$ cat config.mk
export PLATFORM = sky130hd
export DESIGN_NAME = apb_mem_slave_wait
export DESIGN_NICKNAME = d
export VERILOG_FILES = /design/src/rtl/apb_mem_slave_wait.sv
export SDC_FILE = /design/constraint.sdc
export NUM_CORES = 2
export LEC_CHECK = 0
export CELL_PAD_IN_SITES_DETAIL_PLACEMENT = 1
export CELL_PAD_IN_SITES_GLOBAL_PLACEMENT = 2
export CORE_ASPECT_RATIO = 0.75
export CORE_UTILIZATION = 35
export CTS_BUF_LIST = sky130_fd_sc_hd__clkbuf_4 sky130_fd_sc_hd__clkbuf_8
export CTS_CLUSTER_DIAMETER = 50
export DETAILED_ROUTE_END_ITERATION = 6
export HOLD_SLACK_MARGIN = 0.02
export PLACE_DENSITY_LB_ADDON = 0.15
export RECOVER_POWER = 100
export SLEW_MARGIN = 20
export SYNTH_ARGS = -nofsm -noshare
export SYNTH_HDL_FRONTEND = slang
export SYNTH_SLANG_ARGS = --single-unit
$ cat constraint.sdc
create_clock -name PCLK -period 3.66 [get_ports PCLK]
set_input_delay 0.732 -clock PCLK [delete_from_list [all_inputs] [get_ports PCLK]]
set_output_delay 0.732 -clock PCLK [all_outputs]
set_load 0.03 [all_outputs]
$ cat src/rtl/apb_mem_slave_wait.sv
// apb_mem_slave_wait
//   APB4 slave that exposes a word-organised RAM. Each transfer has a setup
//   cycle, then WAIT_STATES cycles with PREADY low, then one completion cycle.
//   Byte-lane write strobes are supported. Misaligned accesses and accesses to
//   a word index at or beyond DEPTH are flagged on PSLVERR.
//
// Ports
//   PCLK     in   clock, rising edge
//   PRESETn  in   asynchronous active-low reset
//   PSEL     in   slave select
//   PENABLE  in   access phase qualifier
//   PWRITE   in   1=write, 0=read
//   PADDR    in   byte address [ADDR_WIDTH-1:0]
//   PWDATA   in   write data [DATA_WIDTH-1:0]
//   PSTRB    in   write byte strobes [DATA_WIDTH/8-1:0]
//   PRDATA   out  read data, non-zero only on an OKAY read completion
//   PREADY   out  transfer completes this cycle
//   PSLVERR  out  error response, only together with PREADY
module apb_mem_slave_wait #(
  parameter int DATA_WIDTH  = 32,
  parameter int ADDR_WIDTH  = 8,
  parameter int DEPTH       = 64,
  parameter int WAIT_STATES = 0
) (
  input  logic                      PCLK,
  input  logic                      PRESETn,
  input  logic                      PSEL,
  input  logic                      PENABLE,
  input  logic                      PWRITE,
  input  logic [ADDR_WIDTH-1:0]     PADDR,
  input  logic [DATA_WIDTH-1:0]     PWDATA,
  input  logic [DATA_WIDTH/8-1:0]   PSTRB,
  output logic [DATA_WIDTH-1:0]     PRDATA,
  output logic                      PREADY,
  output logic                      PSLVERR
);

  localparam int STRB_W = DATA_WIDTH / 8;
  localparam int ALIGN  = (STRB_W > 1) ? $clog2(STRB_W) : 0;
  localparam int IDX_W  = ADDR_WIDTH - ALIGN;
  localparam int RAM_AW = (DEPTH > 1) ? $clog2(DEPTH) : 1;
  localparam logic [IDX_W:0] DEPTH_V  = (IDX_W + 1)'(DEPTH);
  localparam logic [3:0]     WAIT_CNT = 4'(WAIT_STATES);

  typedef enum logic {IDLE, ACCESS} state_t;

  state_t              state_reg, state_next;
  logic [3:0]          cnt_reg, cnt_next;
  logic                err_reg, err_next;
  logic                write_reg, write_next;
  logic [RAM_AW-1:0]   addr_reg, addr_next;
  logic [DATA_WIDTH-1:0] rd_word_reg;

  logic [DATA_WIDTH-1:0] mem [0:DEPTH-1];

  logic [IDX_W-1:0]    index;
  logic [RAM_AW-1:0]   ram_addr;
  logic                misaligned;
  logic                decode_err;
  logic                setup;
  logic                commit;
  logic [STRB_W-1:0]   lane_we;

  // Address decode
  assign index    = PADDR[ADDR_WIDTH-1:ALIGN];
  assign ram_addr = index[RAM_AW-1:0];

  generate
    if (ALIGN > 0) begin : g_align
      assign misaligned = |PADDR[ALIGN-1:0];
    end else begin : g_noalign
      assign misaligned = 1'b0;
    end
  endgenerate

  assign decode_err = misaligned | ({1'b0, index} >= DEPTH_V);

  // Next-state logic
  always_comb begin
    state_next = state_reg;
    cnt_next   = cnt_reg;
    err_next   = err_reg;
    write_next = write_reg;
    addr_next  = addr_reg;
    setup      = 1'b0;
    commit     = 1'b0;
    case (state_reg)
      IDLE: begin
        // PSEL & PENABLE without a preceding setup cycle is ignored.
        if (PSEL && !PENABLE) begin
          state_next = ACCESS;
          cnt_next   = WAIT_CNT;
          err_next   = decode_err;
          write_next = PWRITE;
          addr_next  = ram_addr;
          setup      = 1'b1;
        end
      end
      ACCESS: begin
        if (!PSEL) begin
          // Master abandoned the transfer: nothing is written.
          state_next = IDLE;
          cnt_next   = 4'd0;
          err_next   = 1'b0;
        end else if (cnt_reg != 4'd0) begin
          cnt_next = cnt_reg - 4'd1;
        end else begin
          commit     = write_reg & ~err_reg;
          state_next = IDLE;
          err_next   = 1'b0;
        end
      end
      default: state_next = IDLE;
    endcase
  end

  always_ff @(posedge PCLK or negedge PRESETn) begin
    if (!PRESETn) begin
      state_reg <= IDLE;
      cnt_reg   <= 4'd0;
      err_reg   <= 1'b0;
      write_reg <= 1'b0;
      addr_reg  <= '0;
    end else begin
      state_reg <= state_next;
      cnt_reg   <= cnt_next;
      err_reg   <= err_next;
      write_reg <= write_next;
      addr_reg  <= addr_next;
    end
  end

  // Per-lane write enables for the completion edge.
  generate
    for (genvar gi = 0; gi < STRB_W; gi++) begin : g_lane
      assign lane_we[gi] = commit & PSTRB[gi];
    end
  endgenerate

  // RAM: no reset; read word captured on the setup edge of a read. Out of
  // range indices are never written and their read word is masked below.
  always_ff @(posedge PCLK) begin
    if (setup && !PWRITE) begin
      rd_word_reg <= mem[ram_addr];
    end
    for (int k = 0; k < STRB_W; k++) begin
      if (lane_we[k]) begin
        mem[addr_reg][k*8 +: 8] <= PWDATA[k*8 +: 8];
      end
    end
  end

  // Outputs come from registered state only.
  assign PREADY  = (state_reg == ACCESS) && (cnt_reg == 4'd0);
  assign PSLVERR = PREADY & err_reg;
  assign PRDATA  = (PREADY && !write_reg && !err_reg) ? rd_word_reg : '0;

endmodule

==> flow_metrics.env <==
export IMPL_crit_chain="inv_2, ha_4, nor3b_4, and2_4, nor3b_4, buf_12, buf_16, and2_4, buf_12"
export IMPL_fmaxAchievable_mhz=273
export IMPL_die_w_um=558
export IMPL_via_count=43145
export IMPL_start_util_pct=35.3
export IMPL_slew_headroom_pct=-141
export IMPL_synth_fp_nets=3925
export IMPL_finalCritPeriodShare_pct=100
export IMPL_critical_path_max_fanout=8
export IMPL_gp_congestion=0.816
export IMPL_placement_rows=152
export IMPL_dp_hpwl_um=173000
export IMPL_tightestPinTransition_ns=3.61
export IMPL_port_buffers=82
export IMPL_grt_total_usage_pct=23.0
export IMPL_grt_pass1_vias=44360
export IMPL_setup_viol=1
export IMPL_cpPeakStageDelay_ns=0.39
export IMPL_startpoint_type="register"
export IMPL_routed_via_density=5.44
export IMPL_status="finished, violations left"
export IMPL_area_delta_synth_final_pct=18.0
export IMPL_synth_area_per_cell_um2=20.9
export IMPL_cp_slowest_cell="dfrtp_1"
export IMPL_hp_class="in2async"
export IMPL_path_class="reg2out"
export IMPL_syn_area_um2=81000
export IMPL_postSynth_topFlopCell="edfxtp_1"
export IMPL_drive_above_1_share_pct=33.1
export IMPL_layout_common_cells="edfxtp_1 (2,080), mux4_2 (458), buf_4 (446)"
export IMPL_yosys_warnings=0
export IMPL_utilization_pct=41.6
export IMPL_htreeDepth=5
export IMPL_drv_slew=1584
export IMPL_violations="max-capacitance violations, max-slew violations, negative setup slack"
export IMPL_post_drt_wl_per_cell_um=33.9
export IMPL_arrival_ns=2.93
export IMPL_synthArstFlopShare_pct=0.621
export IMPL_place_detailed_instances=7320
export IMPL_p_leak_nw=30.5
export IMPL_final_common_cell="edfxtp_1"
export IMPL_synth_edf_count=2080
export IMPL_stdcell_count=7936
export IMPL_synth_cell_types=50
export IMPL_cp_top_family="simple AND/OR/NAND/NOR gates"
export IMPL_synth_seq_cells=2093
export IMPL_overflow=0
export IMPL_ir_drop_mv=0.275
export IMPL_cts_max_path_buffers=4
export IMPL_skew_ns=0.0785
export IMPL_routed_wl_um=269000
export IMPL_seq_area_frac_synth_pct=77.5
export IMPL_drtAntennaViolNets=0
export IMPL_route_detailed_drc=0
export IMPL_layout_nets=4645
export IMPL_drv_cap=35
export IMPL_powerDensity_nw_per_um2=518
export IMPL_clk_latency_ns=0.97
export IMPL_antenna_found_initial=11
export IMPL_nFillCells=21858
export IMPL_cp_end_kind="output pin"
export IMPL_worst_path_buf_inv=4
export IMPL_finalHoldViolCount=0
export IMPL_period_needed_ns=3.66
export IMPL_cts_sinks=2093
export IMPL_grt_pass1_wl_um=370000
export IMPL_grt_start_max_net_pins=71
export IMPL_die_h_um=419
export IMPL_cts_tree="done"
export IMPL_dieArea_um2=233000
export IMPL_design_core_area_um2=230000
export IMPL_synth_cells=3875
export IMPL_rsz0062_at_grt="yes"
export IMPL_clock_root_buffer="clkbuf_8"
export IMPL_largest_reg_flops=2048
export IMPL_cts_buffers=343
export IMPL_required_ns=2.93
export IMPL_worst_slack_ns=-0.00374
export IMPL_drt_pre_antenna_iters=7
export IMPL_clk_pin_slew_ns=0.06
export IMPL_ioPinCount=83
export IMPL_drt_iter0_drc=4854
-- stage by stage --
| step | setup slack [ns] | area (um2) | hold WS (ns) | setup TNS [ns] | power (mW) |
|---|---|---|---|---|---|
| floorplan | 0.250 | 81000 | 0.436 | 0 | 28.3 |
| global placement | -0.00182 | 89000 | 0.507 | -0.00182 | 29.9 |
| detailed placement | -0.0718 | 89000 | 0.532 | -0.0718 | 29.9 |
| CTS | -0.0969 | 95800 | 0.0853 | -1.92 | 50.0 |
| global route | -0.118 | 95600 | 0.301 | -2.62 | 51.0 |
| finish | -0.00374 | 95600 | 0.308 | -0.00374 | 49.5 |
-- timing repair --
action                     4_1_cts  5_1_grt
setup endpoints to repair       33       33
hold buffers                     0        0
setup buffers                    7        1
pin swaps                        5        2
gates cloned                     2        0
resized for setup               49        3
-- where the power goes --
part	switching (mW)	total, mW	internal, mW
clock	9.53	20.1	10.5
sequential	0.0590	26.5	26.4
combinational	1.94	2.94	0.998
-- synthesized netlist by cell type (all sizes together) (3+ instances only) --
cell	n	area, um2
a311o	7	70.1
a21oi	11	55.1
nor4	5	31.3
dfrtp	13	325
or2	4	25.0
clkbuf	110	414
a22oi	55	413
o211ai	7	52.6
o22a	7	61.3
nor2	282	1060
a221oi	3	26.3
a221o	16	160
mux4	458	10300
o22ai	84	526
nand2b	7	43.8
nand2	150	563
edfxtp	2080	62500
nor2b	21	131
nand4	47	294
o211a	5	50.1
and3	18	113
mux2i	112	1120
nor3	7	35.0
o21ai	12	60.1
o221ai	35	307
nand3	62	310
buf	120	846
nor3b	13	103
mux2	45	507
inv	5	18.8
a211oi	27	203
and2	34	213
-- routing by layer --
layer	part of all wire [%]	vias up	GRT usage [%]	wire length (um)
met5	0.13	-	1.08	356
met4	2.0	3	4.91	5370
met3	7.5	348	5.23	20100
met2	44	1598	34.4	120000
met1	46	23615	34.1	124000
li1	-	17581	-	-
-- area by class of cell --
| class | instances | area, um2 | share of cell area [%] |
|---|---|---|---|
| Clock buffer | 472 | 5760 | 6.02 |
| Sequential cell | 2093 | 62800 | 65.7 |
| Tap cell | 3080 | 3850 | 4.03 |
| Clock inverter | 130 | 739 | 0.774 |
| Timing Repair Buffer | 605 | 5260 | 5.51 |
| Inverter | 5 | 18.8 | 0.0196 |
| Multi-Input combinational cell | 1547 | 17200 | 18.0 |
| Antenna cell | 4 | 10.0 | 0.0105 |
-- worst paths after layout --
path	cells after the start	slack, ns	start	endpoint
max	9	-0.004	cnt_reg[1]$_DFFE_PN0P_	PRDATA[24]
min	1	0.31	PRESETn	err_reg$_DFFE_PN0P_
max reg2reg	10	0.86	cnt_reg[1]$_DFFE_PN0P_	mem[18][31]$_DFFE_PP_
min reg2reg	2	0.60	cnt_reg[2]$_DFFE_PN0P_	cnt_reg[2]$_DFFE_PN0P_
max in group asynchronous	1	2.80	PRESETn	addr_reg[5]$_DFFE_PN0N_
min in group PCLK	1	0.33	PWDATA[30]	mem[63][30]$_DFFE_PP_
-- cell families after synthesis --
group,Yosys count,share of synthesized area (%)
and+or+nand+nor,654,3.65
muxes,615,14.7
DFF,2093,77.5
xor gates and xnor gates,2,0.0216
AOI/OAI and AO/OA,275,2.51
adders and majority gates,1,0.0154
buffers and inverters,235,1.58
Note: power is estimated with default switching activity, not from simulation.
